==> src/rtl/seq_ma_mul_ctrl.sv <==
// Iterative shift-add multiplier sequencer.
// A single WIDTH-bit multiply-accumulate row is reused once per cycle for WIDTH cycles.
// Operands arrive over a valid/ready handshake, and the product leaves over another one.
//
// state | meaning
// ------+------------------------------------------------------------------
// IDLE  | ready for an operand pair; in_ready_o=1
// RUN   | one row step per edge; cnt_q counts completed steps
// DONE  | product held on out_o with out_valid_o=1 until out_ready_i
module seq_ma_mul_ctrl #(
    parameter int WIDTH = 4
) (
    input  logic                 clk_i,
    input  logic                 rst_n_i,
    input  logic                 in_valid_i,
    output logic                 in_ready_o,
    input  logic [WIDTH-1:0]     in_a_i,
    input  logic [WIDTH-1:0]     in_b_i,
    output logic                 out_valid_o,
    input  logic                 out_ready_i,
    output logic [2*WIDTH-1:0]   out_o
);

    localparam int CNT_W = (WIDTH > 2) ? $clog2(WIDTH) : 1;
    localparam logic [CNT_W-1:0] CNT_LAST = CNT_W'(WIDTH - 1);

    typedef enum logic [1:0] {
        ST_IDLE = 2'd0,
        ST_RUN  = 2'd1,
        ST_DONE = 2'd2
    } state_t;

    state_t             state_q;
    logic [WIDTH-1:0]   a_q;
    logic [2*WIDTH-1:0] p_q;
    logic [CNT_W-1:0]   cnt_q;
    logic               in_ready_q;
    logic               out_valid_q;

    logic [WIDTH:0]     row_sum;
    logic [2*WIDTH-1:0] p_step;

    // One multiply-accumulate row: add the gated multiplicand to the upper half, then shift right
    always_comb begin
        row_sum = {1'b0, p_q[2*WIDTH-1:WIDTH]} + ({1'b0, a_q} & {(WIDTH+1){p_q[0]}});
        p_step  = {row_sum, p_q[WIDTH-1:1]};
    end

    // Sequencer state, datapath registers, and registered handshake outputs
    always_ff @(posedge clk_i or negedge rst_n_i) begin
        if (!rst_n_i) begin
            state_q     <= ST_IDLE;
            a_q         <= '0;
            p_q         <= '0;
            cnt_q       <= '0;
            in_ready_q  <= 1'b1;
            out_valid_q <= 1'b0;
        end else begin
            case (state_q)
                ST_IDLE: begin
                    if (in_valid_i) begin
                        a_q        <= in_a_i;
                        p_q        <= {{WIDTH{1'b0}}, in_b_i};
                        cnt_q      <= '0;
                        in_ready_q <= 1'b0;
                        state_q    <= ST_RUN;
                    end
                end
                ST_RUN: begin
                    p_q   <= p_step;
                    cnt_q <= cnt_q + CNT_W'(1);
                    if (cnt_q == CNT_LAST) begin
                        out_valid_q <= 1'b1;
                        state_q     <= ST_DONE;
                    end
                end
                ST_DONE: begin
                    // P is left untouched so out_o keeps the last product after handoff
                    if (out_ready_i) begin
                        out_valid_q <= 1'b0;
                        in_ready_q  <= 1'b1;
                        state_q     <= ST_IDLE;
                    end
                end
                default: begin
                    out_valid_q <= 1'b0;
                    in_ready_q  <= 1'b1;
                    state_q     <= ST_IDLE;
                end
            endcase
        end
    end

    assign in_ready_o  = in_ready_q;
    assign out_valid_o = out_valid_q;
    assign out_o       = p_q;

endmodule

==> config.mk <==
export PLATFORM = sky130hd
export DESIGN_NAME = seq_ma_mul_ctrl
export DESIGN_NICKNAME = d
export VERILOG_FILES = /design/src/rtl/seq_ma_mul_ctrl.sv
export SDC_FILE = /design/constraint.sdc
export NUM_CORES = 1
export LEC_CHECK = 0
export ABC_AREA = 1
export ABC_CLOCK_PERIOD_IN_PS = 1900
export CORE_UTILIZATION = 45
export DETAILED_ROUTE_END_ITERATION = 6
export HOLD_SLACK_MARGIN = 0.06
export PLACE_DENSITY = 0.73
export SKIP_CTS_REPAIR_TIMING = 1
export SYNTH_ARGS = -nofsm -noshare
export SYNTH_HDL_FRONTEND = slang
export SYNTH_SLANG_ARGS = --single-unit
==> constraint.sdc <==
create_clock -name clk_i -period 1.9 [get_ports clk_i]
set_input_delay 0.38 -clock clk_i [delete_from_list [all_inputs] [get_ports clk_i]]
set_output_delay 0.38 -clock clk_i [all_outputs]
set_load 0.1 [all_outputs]
==> summary.txt, run 1 <==
FP Rows: 16
CP required: 2.09 ns
Die H: 47.8 um
Hold Fails Final Rpt: 0
Max-cap violations: 0
Synth Area per Inst: 8.43 um2
post-synthesis xor/xnor area fraction: 0
Top Ports: 22
R2R Setup Slk: 0.29 ns
post-synthesis mux area share: 0
synthesized instance count: 112
DP Cell Count: 160
WS Path Type: reg2reg
global-route usage over all layers: 0.178
final setup TNS: 0 ns
Initial Util: 0.482
CTS H-tree lvls: 1
final slew viol count: 0
critical path peak fanout: 6
initial antenna violation count: 0
Post-Syn Nets: 130
FF-to-FF Start: out_o[0]
die area: 0.00229 mm2
vias in the first global route: 655
combinational family with the most area after synthesis: simple AND/OR/NAND/NOR gates
Fmax: 621 MHz
Final Wtd Congestion: 0.827
Relative slew margins: 0.816
Ys Warns: 0
Finished Layout Cells: 164
Post-Route WL: 1730 um
routed vias/inst: 4.77
Placeable Area: 0.00196 mm2
CTS root buf: clkbuf_4
total CTS buffers: 3
Tcrit/Tclk final: 0.848
clock latency on the worst-skew pair: 0.30 ns
crit start category: flop
sequential share of the synthesized area: 0.478
nets@finish: 156
actual slew at the worst max-slew pin: 0.279 ns
worst reg2reg path endpoint: out_o[5]
Synth-to-Final Area Change: 36.3%
wire per inst: 10.5 um
Post-DP HPWL: 1340 um
Synth Area in Simple Gates: 0.233
Hold Path Class: in2async
endpoints failing setup: 0
DIE WIDTH: 47.8 um
clk sink count: 18
adder-cell share of the synthesized area: 0.0874
DRC viols: 0
Yosys cell types: 20
post-route ant nets: 0
CTS tree: built
Register-to-Register Path Depth: 9
layout cells sized above 1: 0.197
status: finished, final reports clean
synthesis-stage register bit count: 18
number of I/O port buffers: 21
clock skew: 0.00596 ns
initial DRC count: 18
Inserted Diodes: 0
first drt pass iteration count: 5
CP Data Arrival Time: 1.80 ns
clk slew on worst S/H paths: 0.10 ns
final critical-path required period: 1.61 ns
pin count of the biggest net entering global routing: 19
vias: 783
RSZ-0062 raised after global routing: no
Synth Area in Compound Gates: 0.110
Worst Setup End Kind: flop
Max Root-Sink Buffers: 2
Overflow after GRT: 0
area of the mapped netlist: 945 um2
first-pass GRT wire length: 2690 um
## worst max-delay path by stage
stage | startpoint | to | slack (ns) | cells after the start
floorplan | out_o[0] | out_o[5] | 0.11 | 9
global placement | out_o[0] | out_o[5] | 0.32 | 9
detailed placement | out_o[0] | out_o[5] | 0.31 | 9
CTS | out_o[0] | out_o[5] | 0.26 | 9
global route | out_o[0] | out_o[5] | 0.16 | 9
finish | out_o[0] | out_o[5] | 0.29 | 9
## cells by family (layout without fill, tap and decap cells)
kind of cell / after synthesis / in the layout
flops: 18 / 18
buf+inv: 21 / 46
fa+ha+maj: 6 / 6
simple gates: 49 / 49
compound gates: 18 / 18
## cell usage after synthesis
cell type / n / area share
dfstp_2: 1 / 0.028
o21ai_1: 3 / 0.016
nand2_1: 39 / 0.15
nor2_1: 1 / 0.0040
o21ai_2: 1 / 0.0093
a21oi_2: 1 / 0.0093
nand2_4: 2 / 0.024
buf_6: 1 / 0.012
o211ai_1: 1 / 0.0079
dfrtp_1: 17 / 0.45
inv_2: 3 / 0.012
o22ai_1: 1 / 0.0066
a21oi_1: 4 / 0.021
o21ai_0: 6 / 0.032
a21o_1: 1 / 0.0079
inv_1: 17 / 0.068
fa_1: 1 / 0.021
nand3_4: 1 / 0.019
nand3_1: 6 / 0.032
ha_1: 5 / 0.066
## cells in the final DEF, fill, tap and decap left out
| master | instances |
|---|---|
| dfstp_2 | 1 |
| buf_4 | 4 |
| nand2_1 | 39 |
| nand3_1 | 6 |
| o21ai_1 | 3 |
| a21oi_1 | 4 |
| o21ai_2 | 1 |
| nor2_1 | 1 |
| a21oi_2 | 1 |
| inv_2 | 3 |
| nand2_4 | 2 |
| o211ai_1 | 1 |
| o22ai_1 | 1 |
| clkbuf_4 | 3 |
| fa_1 | 1 |
| dfrtp_2 | 3 |
| buf_12 | 7 |
| nand3_4 | 1 |
| o21ai_0 | 6 |
| a21o_1 | 1 |
| inv_1 | 17 |
| clkdlybuf4s50_1 | 11 |
| dfrtp_1 | 14 |
| clkbuf_8 | 1 |
| ha_1 | 5 |
## registers in the layout, indices dropped and copies added, names as in the netlist
signal / count
out_valid_o: 1
in_ready_o: 1
out_o: 8
state_q: 2
a_q: 4
cnt_q: 2
## area by class of cell
cell class	instances	area (um2)
well taps	27	33.8
clock buffers	4	36.3
flip-flops and latches	18	455
inverters	20	75.1
fillers	170	674
repair buffers	22	280
multi-input cells	73	407
## stage by stage
| step | hold slack (ns) | utilization | worst slack, ns | instance area (um2) |
|---|---|---|---|---|
| final | 0.391 | 0.656 | 0.289 | 1290 |
| after global placement | 0.469 | 0.638 | 0.322 | 1250 |
| after global routing | 0.424 | 0.656 | 0.162 | 1290 |
| after detailed placement | 0.467 | 0.638 | 0.310 | 1250 |
| after floorplan | 0.0844 | - | 0.105 | 948 |
| after CTS | 0.401 | 0.656 | 0.264 | 1290 |
## worst max-delay path: stages, from the launching register on
cell	delay [ns]
dfrtp_2	0.45
nand2_1	0.07
inv_1	0.06
ha_1	0.16
inv_1	0.06
fa_1	0.35
inv_1	0.12
a21oi_2	0.06
o21ai_1	0.07
o21ai_0	0.09
## metal layers
layer	GRT usage	vias to the layer above	share of wire
met1	0.239	356	0.46
met5	0	-	0
met2	0.270	21	0.48
li1	-	401	-
met3	0.0453	5	0.039
met4	0.0833	0	0.020
Power of run 1 is not shown: default switching activity piles up to over one toggle a cycle in this logic, so the estimate is an artifact.
==> run 2: changes to the inputs <==
--- a/config.mk
+++ b/config.mk
@@ -6,8 +6,8 @@
 export NUM_CORES = 1
 export LEC_CHECK = 0
 export ABC_AREA = 1
-export ABC_CLOCK_PERIOD_IN_PS = 1900
-export CORE_UTILIZATION = 45
+export ABC_CLOCK_PERIOD_IN_PS = 1400
+export CORE_UTILIZATION = 43
 export DETAILED_ROUTE_END_ITERATION = 6
 export HOLD_SLACK_MARGIN = 0.06
 export PLACE_DENSITY = 0.73
==> constraint.sdc (replaced) <==
create_clock -name clk_i -period 1.4 [get_ports clk_i]
set_input_delay 0.28 -clock clk_i [delete_from_list [all_inputs] [get_ports clk_i]]
set_output_delay 0.28 -clock clk_i [all_outputs]
set_load 0.1 [all_outputs]
==> summary.txt, run 2 (synthesis results as in run 1) <==
Hold Path Class: in2async
Max Root-Sink Buffers: 2
final setup TNS: -0.174 ns
RSZ-0062 raised after global routing: yes
Placement Setup Slack: -0.109 ns
CP required: 1.63 ns
Relative slew margins: 0.845
WHS: 0.307 ns
Post-DP HPWL: 1470 um
routed vias/inst: 4.68
Tcrit/Tclk final: 1.05
Inserted Diodes: 0
initial DRC count: 21
die area: 0.00239 mm2
global-route usage over all layers: 0.181
Max-cap violations: 0
# fillers: 163
clock skew: 0.00219 ns
Top Ports: 22
worst setup margin: -0.0735 ns
layout cells sized above 1: 0.275
first drt pass iteration count: 4
FP Rows: 16
Die H: 48.9 um
Sequential Area: 463 um2
DIE WIDTH: 48.9 um
Overflow after GRT: 0
nets@finish: 157
Worst Setup End Kind: flop
final slew viol count: 0
clk slew on worst S/H paths: 0.10 ns
number of I/O port buffers: 21
pin count of the biggest net entering global routing: 19
DP Cell Count: 161
Final Wtd Congestion: 0.878
Hold Fails Final Rpt: 0
failing checks: setup timing
CTS tree: built
post-route ant nets: 0
Placeable Area: 0.00202 mm2
vias in the first global route: 767
Finished Layout Cells: 165
first-pass GRT wire length: 3280 um
DRC viols: 0
initial antenna violation count: 0
CP Data Arrival Time: 1.70 ns
clock latency on the worst-skew pair: 0.29 ns
status: finished with violations
commonest non-fill, non-tap cell in the layout: nand2_1
max FFs per register: 8
most frequent cells in the layout: nand2_1, inv_1, dfrtp_1
wire per inst: 11.6 um
endpoints failing setup: 5
total CTS buffers: 3
Fmax: 679 MHz
crit start category: flop
Multi-input gate area: 439 um2
Initial Util: 0.467
vias: 773
Post-Route WL: 1920 um
Synth-to-Final Area Change: 45.3%
WS Path Type: reg2reg
final critical-path required period: 1.47 ns
critical path peak fanout: 6
CTS root buf: clkbuf_4
CTS H-tree lvls: 1
actual slew at the worst max-slew pin: 0.233 ns
clk sink count: 18
==> run 2: cell type report <==
cell class              instances  area share
flip-flops and latches         18       0.337
multi-input cells              73       0.320
repair buffers                 23       0.237
inverters                      20      0.0547
clock buffers                   4      0.0264
well taps                      27      0.0246
==> run 2: through the flow <==
step | area (um2) | util
floorplan | 973 | -
global placement | 1320 | 0.653
detailed placement | 1320 | 0.653
CTS | 1360 | 0.671
global route | 1370 | 0.679
finish | 1370 | 0.679
==> run 2: worst paths after layout <==
path	start	endpoint	slack [ns]	cells past startpoint
max	out_o[0]	out_o[4]	-0.07	6
min	rst_n_i	a_q[1]	0.31	2
max reg2reg	out_o[0]	out_o[4]	-0.07	6
min reg2reg	a_q[2]	a_q[2]	0.49	2
max in group asynchronous	rst_n_i	in_ready_o	0.84	2
min in group clk_i	a_q[2]	a_q[2]	0.49	2
==> run 2: routing by layer <==
| layer | global-route usage | vias up | wire length (um) |
|---|---|---|---|
| met5 | 0 | - | 0 |
| met4 | 0.0784 | 0 | 13 |
| met3 | 0.0374 | 2 | 86 |
| met2 | 0.294 | 23 | 939 |
| met1 | 0.232 | 348 | 880 |
| li1 | - | 400 | - |
==> run 2: worst max-delay path, cell delays in order (launching register included) <==
cell and delay [ns]:
dfrtp_4 0.52, nand2_2 0.08, inv_2 0.04, ha_4 0.15
inv_2 0.05, fa_2 0.43, o21ai_2 0.13
Power of run 2 is left out for the same reason.
==> run 3: changes to the inputs <==
--- a/config.mk
+++ b/config.mk
@@ -11,6 +11,7 @@
 export DETAILED_ROUTE_END_ITERATION = 6
 export HOLD_SLACK_MARGIN = 0.06
 export PLACE_DENSITY = 0.73
+export RECOVER_POWER = 50
 export SKIP_CTS_REPAIR_TIMING = 1
 export SYNTH_ARGS = -nofsm -noshare
 export SYNTH_HDL_FRONTEND = slang
==> summary.txt, run 3 (synthesis results as in run 1) <==
most frequent cells in the layout: nand2_1, inv_1, dfrtp_1
Synth-to-Final Area Change: 44.9%
Finished Layout Cells: 165
met2 wire length: 945 um
crit start category: flop
post-route ant nets: 0
Initial Util: 0.467
Worst Setup End Kind: flop
Hold Fails Final Rpt: 0
RSZ-0062 raised after global routing: yes
Max Used Layer: met4
Hold Path Class: reg2reg
CP required: 1.63 ns
routed vias/inst: 4.73
WS Path Type: reg2reg
Fmax: 679 MHz
initial antenna violation count: 0
Die H: 48.9 um
CTS root buf: clkbuf_4
clock latency on the worst-skew pair: 0.29 ns
Final Wtd Congestion: 0.878
vias: 781
vias in the first global route: 767
final slew viol count: 0
CTS tree: built
DP Cell Count: 161
number of I/O port buffers: 21
Inserted Diodes: 0
Max Root-Sink Buffers: 2
final critical-path required period: 1.47 ns
die area: 0.00239 mm2
clk slew on worst S/H paths: 0.10 ns
Post-DP HPWL: 1470 um
Post-Route WL: 1930 um
max FFs per register: 8
Max-cap violations: 0
wire per inst: 11.7 um
critical path peak fanout: 6
failing checks: setup timing
clk sink count: 18
met3 wire length: 104 um
nets@finish: 157
pin count of the biggest net entering global routing: 19
Post-Place Cell Area: 0.00132 mm2
# fillers: 165
Placement Setup Slack: -0.109 ns
Relative slew margins: 0.371
actual slew at the worst max-slew pin: 0.944 ns
commonest non-fill, non-tap cell in the layout: nand2_1
Top Ports: 22
Placeable Area: 0.00202 mm2
total CTS buffers: 3
global-route usage over all layers: 0.181
layout cells sized above 1: 0.268
Overflow after GRT: 0
status: finished with violations
met1 WL: 865 um
DRC viols: 0
clock skew: 0.00201 ns
first drt pass iteration count: 5
post-route cell area: 0.00137 mm2
CP Data Arrival Time: 1.70 ns
first-pass GRT wire length: 3280 um
Tcrit/Tclk final: 1.05
initial DRC count: 21
worst setup margin: -0.0735 ns
DIE WIDTH: 48.9 um
CTS H-tree lvls: 1
FP Rows: 16
endpoints failing setup: 5
==> run 3: final cells by class <==
class                   count  area [um2]  area share
well taps                  27        33.8      0.0247
inverters                  20        75.1      0.0548
flip-flops and latches     18         463       0.338
multi-input cells          73         439       0.321
repair buffers             23         322       0.235
clock buffers               4        36.3      0.0265
==> run 3: metal layers <==
metal,up-vias,track usage
met2,24,0.294
li1,401,-
met1,354,0.232
met4,0,0.0784
met5,-,0
met3,2,0.0374
==> run 3: path summary, 6_finish.rpt <==
check	start	to	slack, ns	cells after the start
worst max-delay path	out_o[0]	out_o[4]	-0.07	6
worst min-delay path	a_q[2]	a_q[2]	0.49	2
worst max register to register	out_o[0]	out_o[4]	-0.07	6
worst min register to register	a_q[2]	a_q[2]	0.49	2
max in group asynchronous	rst_n_i	out_o[0]	0.15	2
min in group asynchronous	rst_n_i	a_q[1]	0.57	2
==> run 3: critical path: stages (launching register included) <==
cell	delay [ns]
dfrtp_4	0.52
nand2_2	0.08
inv_2	0.04
ha_4	0.15
inv_2	0.05
fa_2	0.43
o21ai_2	0.13
==> run 3: stage by stage <==
stage	setup TNS, ns	hold WS (ns)	util
final	-0.177	0.494	0.677
after global routing	-0.798	0.509	0.677
after CTS	-0.404	0.308	0.671
after detailed placement	-0.311	0.475	0.653
after global placement	-0.0537	0.464	0.653
after floorplan	-0.784	-0.0156	-
Power of run 3 is left out for the same reason.
